### config.mk
export PLATFORM = sky130hd
export DESIGN_NAME = core_interface
export DESIGN_NICKNAME = d
export VERILOG_FILES = /design/src/rtl/core_interface.sv
export SDC_FILE = /design/constraint.sdc
export NUM_CORES = 1
export LEC_CHECK = 0
export ABC_AREA = 1
export BUFFER_PORTS_ARGS = -buffer_cell sky130_fd_sc_hd__buf_2
export CAP_MARGIN = 10
export CELL_PAD_IN_SITES_DETAIL_PLACEMENT = 0
export CELL_PAD_IN_SITES_GLOBAL_PLACEMENT = 1
export CORE_MARGIN = 4
export CORE_UTILIZATION = 37
export DETAILED_ROUTE_END_ITERATION = 6
export GPL_TIMING_DRIVEN = 0
export HOLD_SLACK_MARGIN = 0.03
export PLACE_DENSITY_LB_ADDON = 0.1
export SLEW_MARGIN = 20
export SYNTH_ARGS = -nofsm -noshare
export SYNTH_HDL_FRONTEND = slang
export SYNTH_SLANG_ARGS = --single-unit
### constraint.sdc
create_clock -name clock -period 8.4 [get_ports clock]
set_input_delay 1.68 -clock clock [delete_from_list [all_inputs] [get_ports clock]]
set_output_delay 1.68 -clock clock [all_outputs]
set_load 0.02 [all_outputs]
### src/rtl/core_interface.sv
// Register front end for one compute core: decodes WRITE/READ in its address window, one-clock
// latency for writes and reads, no handshake or backpressure (every instruction completes in one cycle).
module core_interface #(
   parameter int START_ADDRESS    = 0,
   parameter int END_ADDRESS      = 2,
   parameter int TOTAL_PARAMETERS = 2
) (
   input  logic                            clock,
   input  logic                            reset,
   input  logic [7:0]                      instruction,
   input  logic [23:0]                     address,
   input  logic [31:0]                     value,
   output logic [31:0]                     output_value,
   output logic                            enable,
   output logic [32*TOTAL_PARAMETERS-1:0]  core_inputs,
   input  logic [31:0]                     core_output
);

   localparam logic [7:0]  OP_WRITE = 8'h01;
   localparam logic [7:0]  OP_READ  = 8'h02;
   localparam logic [23:0] LP_START = 24'(START_ADDRESS);
   localparam logic [23:0] LP_SPAN  = 24'(END_ADDRESS - START_ADDRESS);
   localparam logic [23:0] LP_TOTAL = 24'(TOTAL_PARAMETERS);

   logic [32*TOTAL_PARAMETERS-1:0] r_params;
   logic [31:0]                    r_out;
   logic [23:0]                    w_offset;
   logic                           w_is_param;
   logic [31:0]                    w_rd_param;

   // Addresses below the window wrap to a huge offset, so one unsigned compare covers both bounds.
   assign w_offset   = address - LP_START;
   assign enable     = (w_offset <= LP_SPAN);
   assign w_is_param = (w_offset < LP_TOTAL);

   always_comb begin
      w_rd_param = '0;
      for (int i = 0; i < TOTAL_PARAMETERS; i++) begin
         if (w_offset == 24'(i)) begin
            w_rd_param = r_params[32*i +: 32];
         end
      end
   end

   always_ff @(posedge clock or posedge reset) begin
      if (reset) begin
         r_params <= '0;
         r_out    <= '0;
      end else begin
         if (enable && instruction == OP_WRITE) begin
            for (int i = 0; i < TOTAL_PARAMETERS; i++) begin
               if (w_offset == 24'(i)) begin
                  r_params[32*i +: 32] <= value;
               end
            end
         end
         if (enable && instruction == OP_READ) begin
            r_out <= w_is_param ? w_rd_param : core_output;
         end
      end
   end

   assign core_inputs  = r_params;
   assign output_value = r_out;

endmodule

# ---- Yosys cells after proc, flatten, opt, wreduce, memory -nomap -nowiden
# Cells that the tools add are included.
dict set report op_classes {
  eq_ne 3
  n_reduce_logical 5
  n_mux 3
  order_cmp 2
}
# operator n
set op_table {}
lappend op_table {{32-bit two-way mux} 3}
lappend op_table {{24-bit by 1-bit equality test with 1-bit output, second input constant} 1}
lappend op_table {{24-bit by 2-bit <= comparator with 1-bit output, second input constant} 1}
lappend op_table {{24-bit zero test} 1}
lappend op_table {{24-bit by 2-bit < comparator with 1-bit output, second input constant} 1}
lappend op_table {{8-bit by 1-bit equality test with 1-bit output, second input constant} 1}
lappend op_table {{8-bit by 2-bit equality test with 1-bit output, second input constant} 1}
lappend op_table {{2-bit AND reduction} 2}
lappend op_table {{1-bit logical AND} 2}
dict set report word_totals {
  regBits 96
  wordCells 16
  in_bits 98
  out_inout_bits 97
}

# ---- Depth between registers and ports, before layout
dict set report depth {
  depth_word 4
  ltp_mapped 10
}

# ---- Least setup slack after synthesis
# OpenSTA, ideal clock, no wires.
dict set report synth_path {
  kind {in2out}
  startpoint {input port address[5]}
  endpoint {output port enable}
  required_ps 6720
  path_stages 5
  path_slack_ps 4489
  path_buffers 0
  arrival_time_ps 2231
  path_cell_list {nor2_1 -> nand2_1 -> nor2_1 -> nand3_2 -> inv_2}
}
dict set report synth_between {
  elab_chain_cells 1
}
# item line_no
set synth_lines {}
lappend synth_lines {{from (decl)} 11} ;# input logic [23:0] address,
lappend synth_lines {{24-bit by 2-bit <= comparator with 1-bit output} 33} ;# assign enable = (w_offset <= LP_SPAN);
lappend synth_lines {{to (decl)} 14} ;# output logic enable,
# No other way between the ends.

# ---- Final worst setup path
dict set report layout_path {
  startpoint {input port address[17]}
  endpoint {output port enable}
}
# The elaborated chain is that of the path after synthesis.

==> impl_metrics.csv <==
group,metric,value,unit
sta,maxSlewViolCount,0,
synthesis,synthesis.nets,710,
sta,rsz0062_at_grt,"no",
global_route,grt_usage,22.71,%
critical_path,crit_path_max_fanout,4,
sta,finClkSkew,0.003922,ns
critical_path,cp-startpoint,"address[17]",
power_and_ir_drop,ir_drop,0.07530,mV
clock_network,cts_tree,"yes",
die,initial_utilization,37.84,%
sta,finalSetupViolCount,0,
outcome,status,"finished clean",
synthesis,ys_warn_count,0,
placement,io_buffers,194,
critical_path,crit_required,6.72,ns
die,rows,41,
clock_network,clk-insertion-delay-late,0.34,ns
clock_network,clk_pin_slew,0.06,ns
placement,placed_area,5995,µm²
global_route,grt-ovfl-total,0,
synthesis,yosys-top-cells-count,"nand2_1, nand3_1, dfrtp_1",
flow_run,cap_violations,0,
clock_network,clockBufferDepth,2,
worst_hold_path,min_from,"output_value[1]$_DFFE_PP0P_",
routing,drtPass1Iterations,5,
synthesis,yosysMostFrequentCell,"nand2_1",
layout,fin_cells,995,
global_route,grt_pass1_vias,4867,
sta,min_period,4.187,ns
placement,dp_hpwl,11.95,mm
synthesis,synth_top_area_share,50.30,%
die,io_pins,195,
routing,drc,0,
layout,regArea,2402,µm²
die,die_w,121.6,µm
critical_path,cp-end-kind,"output port",
routing,postRouteWirelength,16.52,mm
critical_path,arrival,2.51,ns
clock_network,htree_levels,3,
synthesis,async_flop_share,100.0,%
routing,post_drt_wl_per_cell,16.60,µm
routing,ant_nets,0,
clock_network,cts_sinks,96,
critical_path,worst_setup_path_start_kind,"primary input",
sta,hold_violations,0,
synthesis,syn_area_per_cell,7.804,µm²
synthesis,ys_seq_elements,96,
clock_network,ctsRootBufferMaster,"clkbuf_16",
layout,multi_input_area,2062,µm²
layout,final_area,6281,µm²
die,coreArea,12620,µm²
sta,max_freq,238.8,MHz
die,dieArea,14790,µm²
clock_network,ctsHoldBuffers,0,
power_and_ir_drop,leakagePower,3.786,nW
global_route,grt_pass1_wl,26.00,mm
clock_network,cts_setup_buffers,0,
layout,syn2layout_area_growth,31.52,%
critical_path,r2r_setup_slack,7.55,ns
power_and_ir_drop,p_per_area,144.9,nW/µm²
clock_network,ctsResizeCount,0,
synthesis,synth_top_area_cell,"dfrtp_1",
layout,fill_cells,1335,
sta,slew_headroom,61.62,%
routing,vias_per_cell,5.094,
routing,via_count,5069,
die,die_h,121.6,µm
sta,setup_tns,0,ns
synthesis,netlist_instances,612,
synthesis,synth-edff-count,0,
synthesis,synthFlopType,"dfrtp_1",
routing,drt_iter0_drc,353,
critical_path,worstSetupPathType,"primary input to output port",
layout,diodes,0,
global_route,antenna_found_initial,0,
sta,post-route-period-util,49.84,%
synthesis,synth.distinct_cells,18,
sta,tightest_slew,0.5756,ns
clock_network,numCtsBuffers,9,
global_route,grt_max_degree,54,
layout,final_nets,916,
synthesis,yosysSeqAreaShare,50.30,%
power_and_ir_drop,total_power,909.9,µW
worst_hold_path,hold_class,"flip-flop to flip-flop",
sta,timing.hold.ws,0.4749,ns
layout,drive_above_1_share,32.32,%
critical_path,r2r-start,"core_inputs[26]$_DFFE_PP0P_",
placement,place_inst,979,
synthesis,synth_area_leaders,"dfrtp_1, nand2_1, nand3_1",
synthesis,synth_area,4776,µm²
placement,routabilityCongestion,0.8614,
path summary, 6_finish.rpt:
path	depth (start not counted)	to
max	7	enable
min	2	output_value[1]$_DFFE_PP0P_
max reg2reg	4	output_value[26]$_DFFE_PP0P_
min reg2reg	2	output_value[1]$_DFFE_PP0P_
max in group asynchronous	3	core_inputs[50]$_DFFE_PP0P_
min in group asynchronous	2	core_inputs[33]$_DFFE_PP0P_
through the flow:
| stage | setup slack (ns) | util, % |
|---|---|---|
| floorplan | 4.215 | - |
| global placement | 2.995 | 47.24 |
| detailed placement | 4.202 | 47.50 |
| CTS | 4.199 | 49.77 |
| global route | 4.098 | 49.77 |
| finish | 4.213 | 49.77 |
sequential cells by signal, summed over array words and instances, names as in the netlist:
name	flops
core_inputs	64
output_value	32
cell usage in the layout, fill, tap and decap left out, types with 3 or more instances in the layout:
| cell | n |
|---|---|
| buf_2 | 227 |
| buf_4 | 3 |
| buf_6 | 7 |
| clkbuf_1 | 8 |
| clkbuf_16 | 9 |
| clkbuf_8 | 3 |
| dfrtp_1 | 96 |
| inv_2 | 3 |
| nand2_1 | 267 |
| nand3_1 | 97 |
| nand4_1 | 64 |
| nor2_1 | 20 |
| nor2_2 | 4 |
layer usage:
layer  GRT usage (%)  routed length [µm]
met1           31.00                7370
met5               0                   0
met4           6.373                 239
met3           4.364                1039
met2           37.06                7865
where the power goes:
group	total [mW]	internal [mW]	switching, mW
Sequential	0.462	0.462	0.00000000469
Combinational	0.0509	0.0238	0.0271
Clock	0.397	0.225	0.172
final cells by class:
cell class / count / share of cell area, %
Timing Repair Buffer: 195 / 15.90
Clock inverter: 2 / 0.1992
Tap cell: 172 / 3.426
Buffer: 49 / 4.602
Multi-Input combinational cell: 461 / 32.83
Inverter: 6 / 0.4382
Sequential cell: 96 / 38.25
Clock buffer: 14 / 4.363
worst max-delay path: stages:
cell,delay (ns)
buf_2,0.10
nor2_1,0.10
nand2_1,0.07
nor2_2,0.20
nand3_2,0.13
inv_2,0.08
buf_2,0.16
cell families (layout without fill, tap and decap cells):
family	Yosys count	count (layout)	synth area share [%]
simple gates	460	460	43.07
compound gates	1	1	0.1047
flops	96	96	50.30
buf+inv	55	266	6.523
(Power assumes the default switching activity.)
